$ cat config.mk
export PLATFORM = sky130hd
export DESIGN_NAME = pipe_result_collector
export DESIGN_NICKNAME = d
export VERILOG_FILES = /design/src/rtl/pipe_result_collector.sv
export SDC_FILE = /design/constraint.sdc
export NUM_CORES = 2
export LEC_CHECK = 0
export ABC_AREA = 0
export CAP_MARGIN = 5
export CORE_MARGIN = 2
export CORE_UTILIZATION = 60
export DETAILED_ROUTE_END_ITERATION = 7
export GPL_TIMING_DRIVEN = 0
export PLACE_DENSITY_LB_ADDON = 0.2
export SYNTH_ARGS = -nofsm -noshare
export SYNTH_HDL_FRONTEND = slang
export SYNTH_SLANG_ARGS = --single-unit
$ cat constraint.sdc
create_clock -name clk -period 40.4 [get_ports clk]
set_input_delay 4.04 -clock clk [delete_from_list [all_inputs] [get_ports clk]]
set_output_delay 4.04 -clock clk [all_outputs]
set_load 0.01 [all_outputs]
$ cat src/rtl/pipe_result_collector.sv
// Credit-gated result collector: grants pipeline issue slots so every in-flight
// result has a buffer entry, then drains results through a FWFT ready/valid FIFO.
module pipe_result_collector #(
  parameter int DATA_WIDTH = 256,
  parameter int FIFO_DEPTH = 16,
  parameter int CNT_W      = 5
) (
  input  logic                  clk,
  input  logic                  rst_n,
  input  logic                  issue_req,
  output logic                  issue_grant,
  input  logic                  res_vld,
  input  logic [DATA_WIDTH-1:0] res_data,
  output logic                  out_vld,
  output logic [DATA_WIDTH-1:0] out_data,
  input  logic                  out_rdy,
  output logic [CNT_W-1:0]      inflight,
  output logic [CNT_W-1:0]      fifo_cnt,
  output logic                  err_ovf,
  output logic                  err_unexp
);

  localparam int              PTR_W   = (FIFO_DEPTH > 1) ? $clog2(FIFO_DEPTH) : 1;
  localparam logic [CNT_W:0]  DEPTH_X = (CNT_W+1)'(FIFO_DEPTH);
  localparam logic [CNT_W:0]  ONE_X   = (CNT_W+1)'(1);
  localparam logic [PTR_W-1:0] PTR_ONE = PTR_W'(1);

  // Up/down counter step; floors at zero and saturates at all-ones so it never wraps.
  function automatic logic [CNT_W-1:0] step_cnt(input logic [CNT_W-1:0] cur,
                                                input logic             inc,
                                                input logic             dec);
    logic [CNT_W:0] ext;
    ext = {1'b0, cur};
    if (inc && !dec) begin
      ext = ext + ONE_X;
    end else if (dec && !inc && (cur != '0)) begin
      ext = ext - ONE_X;
    end
    if (ext[CNT_W]) begin
      return '1;
    end
    return ext[CNT_W-1:0];
  endfunction

  logic [DATA_WIDTH-1:0] mem [FIFO_DEPTH];
  logic [PTR_W-1:0]      wr_ptr;
  logic [PTR_W-1:0]      rd_ptr;
  logic [CNT_W-1:0]      inflight_q;
  logic [CNT_W-1:0]      fifo_cnt_q;
  logic                  ovf_q;
  logic                  unexp_q;

  logic [CNT_W:0]        credit_sum;
  logic                  grant;
  logic                  fifo_full;
  logic                  pop;
  logic                  push;
  logic                  drop;
  logic                  unexp;

  // Credits come from registered counts only: a pop frees its credit one cycle later.
  assign credit_sum = {1'b0, inflight_q} + {1'b0, fifo_cnt_q};
  assign grant      = issue_req & (credit_sum < DEPTH_X);
  assign fifo_full  = ({1'b0, fifo_cnt_q} >= DEPTH_X);

  assign out_vld    = (fifo_cnt_q != '0);
  assign out_data   = mem[rd_ptr];
  assign pop        = out_vld & out_rdy;
  assign push       = res_vld & (~fifo_full | pop);
  assign drop       = res_vld & ~push;
  assign unexp      = res_vld & (inflight_q == '0);

  always_ff @(posedge clk or negedge rst_n) begin
    if (!rst_n) begin
      inflight_q <= '0;
      fifo_cnt_q <= '0;
      wr_ptr     <= '0;
      rd_ptr     <= '0;
      ovf_q      <= 1'b0;
      unexp_q    <= 1'b0;
    end else begin
      inflight_q <= step_cnt(inflight_q, grant, res_vld);
      fifo_cnt_q <= step_cnt(fifo_cnt_q, push, pop);
      if (push) begin
        wr_ptr <= wr_ptr + PTR_ONE;
      end
      if (pop) begin
        rd_ptr <= rd_ptr + PTR_ONE;
      end
      if (drop) begin
        ovf_q <= 1'b1;
      end
      if (unexp) begin
        unexp_q <= 1'b1;
      end
    end
  end

  // Storage is datapath only; its contents are meaningless until written after reset.
  always_ff @(posedge clk) begin
    if (push) begin
      mem[wr_ptr] <= res_data;
    end
  end

  assign issue_grant = grant;
  assign inflight    = inflight_q;
  assign fifo_cnt    = fifo_cnt_q;
  assign err_ovf     = ovf_q;
  assign err_unexp   = unexp_q;

endmodule

==> metrics <==
status=completed; Detail Placement HPWL=245000 um; post-synth top area cell=edfxtp_1; type of the worst min-delay path=reg2reg; Final nets=7363; power density cells=70.0 mW/mm^2; Tmin final=10320 ps; fin cells=between 10k and 15k; share of layout cells above drive strength 1=0.313; Worst Path Arrival=~6300 ps; sequential share of the synthesized area=0.799; Top Layer Used=met5; ys flop type=edfxtp_1; share of the synthesized area in the top cell type=0.796; H-tree depth=5; clock buffer depth=4; DIE HEIGHT=512 um; Critical Path End Type=output pin; top post-synthesis cells by count=edfxtp_1, mux4_2, clkbuf_1; vias in the first global route=73.4k; maximum vdd drop=74.5 uV; pin count of the biggest net entering global routing=24; reg2reg start=fifo_cnt[4]; hold path start=err_ovf; TritonCTS buffer count=412; critical path required time=roughly 36000 ps; Synth async-reset ratio=0.00486; Critical Path Source=issue_req; drt total wl=approximately 390000 um; Port Buffer Count=529; final instance area=0.183 mm^2; total of max-cap violations=0; DP Area=roughly 0.17 mm^2; Initial Util=0.603; hold_buf cts=0; synth unique cells=42; routed wire length per instance=35.7 um; maximum clock frequency=96.9 MHz; WL met3=39100 um; Pins Over Slew Limit=0; Leakage=0.0572 uW; DR iter-0 viols=9092; Overflow after GRT=0; most frequent cell after synthesis=edfxtp_1; Netlist Area Pre-Place=0.155 mm^2; Setup CP Type=in2out; Synth Register Bits=approximately 4.1k; multi-input logic area=0.0298 mm^2; Rows=186; Gate Count Post-Synth=5825; Layout area overhead=18.1%; Max FO, Critical Path=7; Placer Congestion=0.760; total number of vias=72.2k; filler cell count=approximately 14k; worst-skew pair later-pin latency=1020 ps; RSZ-0062 raised after global routing=no; sequential cell area=about 0.12 mm^2; clock root buffer master=clkbuf_16; Tightest Pin Transition=1320 ps; CP Launch Type=input port; CTS tree=done; placed insts=10.1k; first-pass GRT wire length=547000 um; Ys Warns=0; clock slew at reported path FFs=approximately 60 ps; syn nets=slightly above 6k; Ports=531; DIE AREA=0.262 mm^2; dominant cells by area after synthesis=edfxtp_1, mux4_2, clkbuf_1; Slew headroom=0.119; die width=512 um; drc violations=0; drt via density=about 6.7; DRT met1 WL=about 140000 um; fin crit share=0.255; Post-synth EDFFs=4096; Post-CTS Setup Bufs=0; Tot GR Track Use=0.298; Total Power=12800 uW; endpoints failing hold=0; Core ar.=between 0.2 and 0.3 mm^2; final setup violation count=0; final hold slack=466 ps; clk sink count=4116; Pre-Repair DR Iteration Count=5; setup skew after layout=60.2 ps; # resized after CTS=0; Routed Antenna Nets=0; Mean Syn Cell Area=26.5 um^2; met2 wire length=194000 um; initial antenna violation count=90
sequential cells by signal, summed over array words and instances, names as in the netlist:
name       count
fifo_cnt       5
mem         4096
err_ovf        1
inflight       5
rd_ptr         4
err_unexp      1
wr_ptr         4
placed cells by master, fill, tap and decap left out, types with 4 or more instances in the layout:
master,count
a21oi_1,5
mux2i_1,4
diode_2,50
buf_1,25
buf_16,31
clkinv_2,79
nor3_2,4
nor3_1,5
o21ai_0,4
clkinvlp_4,13
clkbuf_2,19
buf_6,145
clkbuf_1,219
inv_16,5
nand2_1,13
dfrtp_1,20
xnor2_1,8
edfxtp_1,4096
a211oi_1,4
buf_12,139
inv_1,8
buf_2,104
inv_6,4
bufinv_16,39
clkbuf_16,413
buf_4,7
mux4_2,1280
nor2_4,12
nor2_1,6
nand3_1,7
buf_8,14
clkinv_8,4
clkdlybuf4s50_1,529
ha_1,14
clkinv_1,85
where the power goes:
group | switching, uW | internal [uW]
logic | 2130 | 1980
clock network | 1560 | 2120
registers | 54.8 | 4950
total | 3740 | 9040
cells by family (layout without fill, tap and decap cells):
group           count (synthesis)  in the layout  synth area share
buf+inv                       304           1882           0.00900
simple gates                   66             66           0.00219
fa+ha+maj                      14             14           0.00113
flops                        4116           4116             0.799
other cells                     0             50                 0
mux                          1285           1285             0.187
xor+xnor                       10             10          0.000567
compound gates                 30             30           0.00137
layout make-up:
type,instances,share of cell area
Clock inverter,228,0.0119
Multi-Input combinational cell,1405,0.163
Tap cell,3384,0.0232
Clock buffer,501,0.0584
Inverter,9,0.000185
Antenna cell,50,0.000685
Sequential cell,4116,0.676
Buffer,295,0.00757
Timing Repair Buffer,849,0.0583
worst max-delay path, stage by stage:
cell and delay, ps:
clkdlybuf4s50_1 450, nor4b_1 780, nand2_1 230, clkinv_1 210, clkdlybuf4s50_1 570
path summary, 6_finish.rpt:
kind / endpoint / slack, ps / depth (start not counted)
worst min-delay path: err_ovf / 470 / 1
max in group asynchronous: rd_ptr[3] / 36020 / 1
worst min register to register: err_ovf / 470 / 1
worst max-delay path: issue_grant / 30080 / 5
min in group asynchronous: err_unexp / 3690 / 1
worst max register to register: mem[0][72] / 36090 / 12
per-stage QoR:
stage	utilization	TNS [ps]	setup WS [ps]
final	0.712	0	30080
after floorplan	-	0	16770
after detailed placement	0.661	0	30110
after global placement	0.640	-7183350	-7280
after CTS	0.711	0	30100
after global routing	0.712	0	29850
layer usage:
| metal | vias to the layer above | track usage |
|---|---|---|
| met5 | - | 0 |
| met4 | 80 | 0.101 |
| met3 | 621 | 0.0750 |
| met2 | 3907 | 0.480 |
| met1 | 39300 | 0.405 |
| li1 | 28300 | - |
Note: power is estimated with default switching activity, not from simulation.
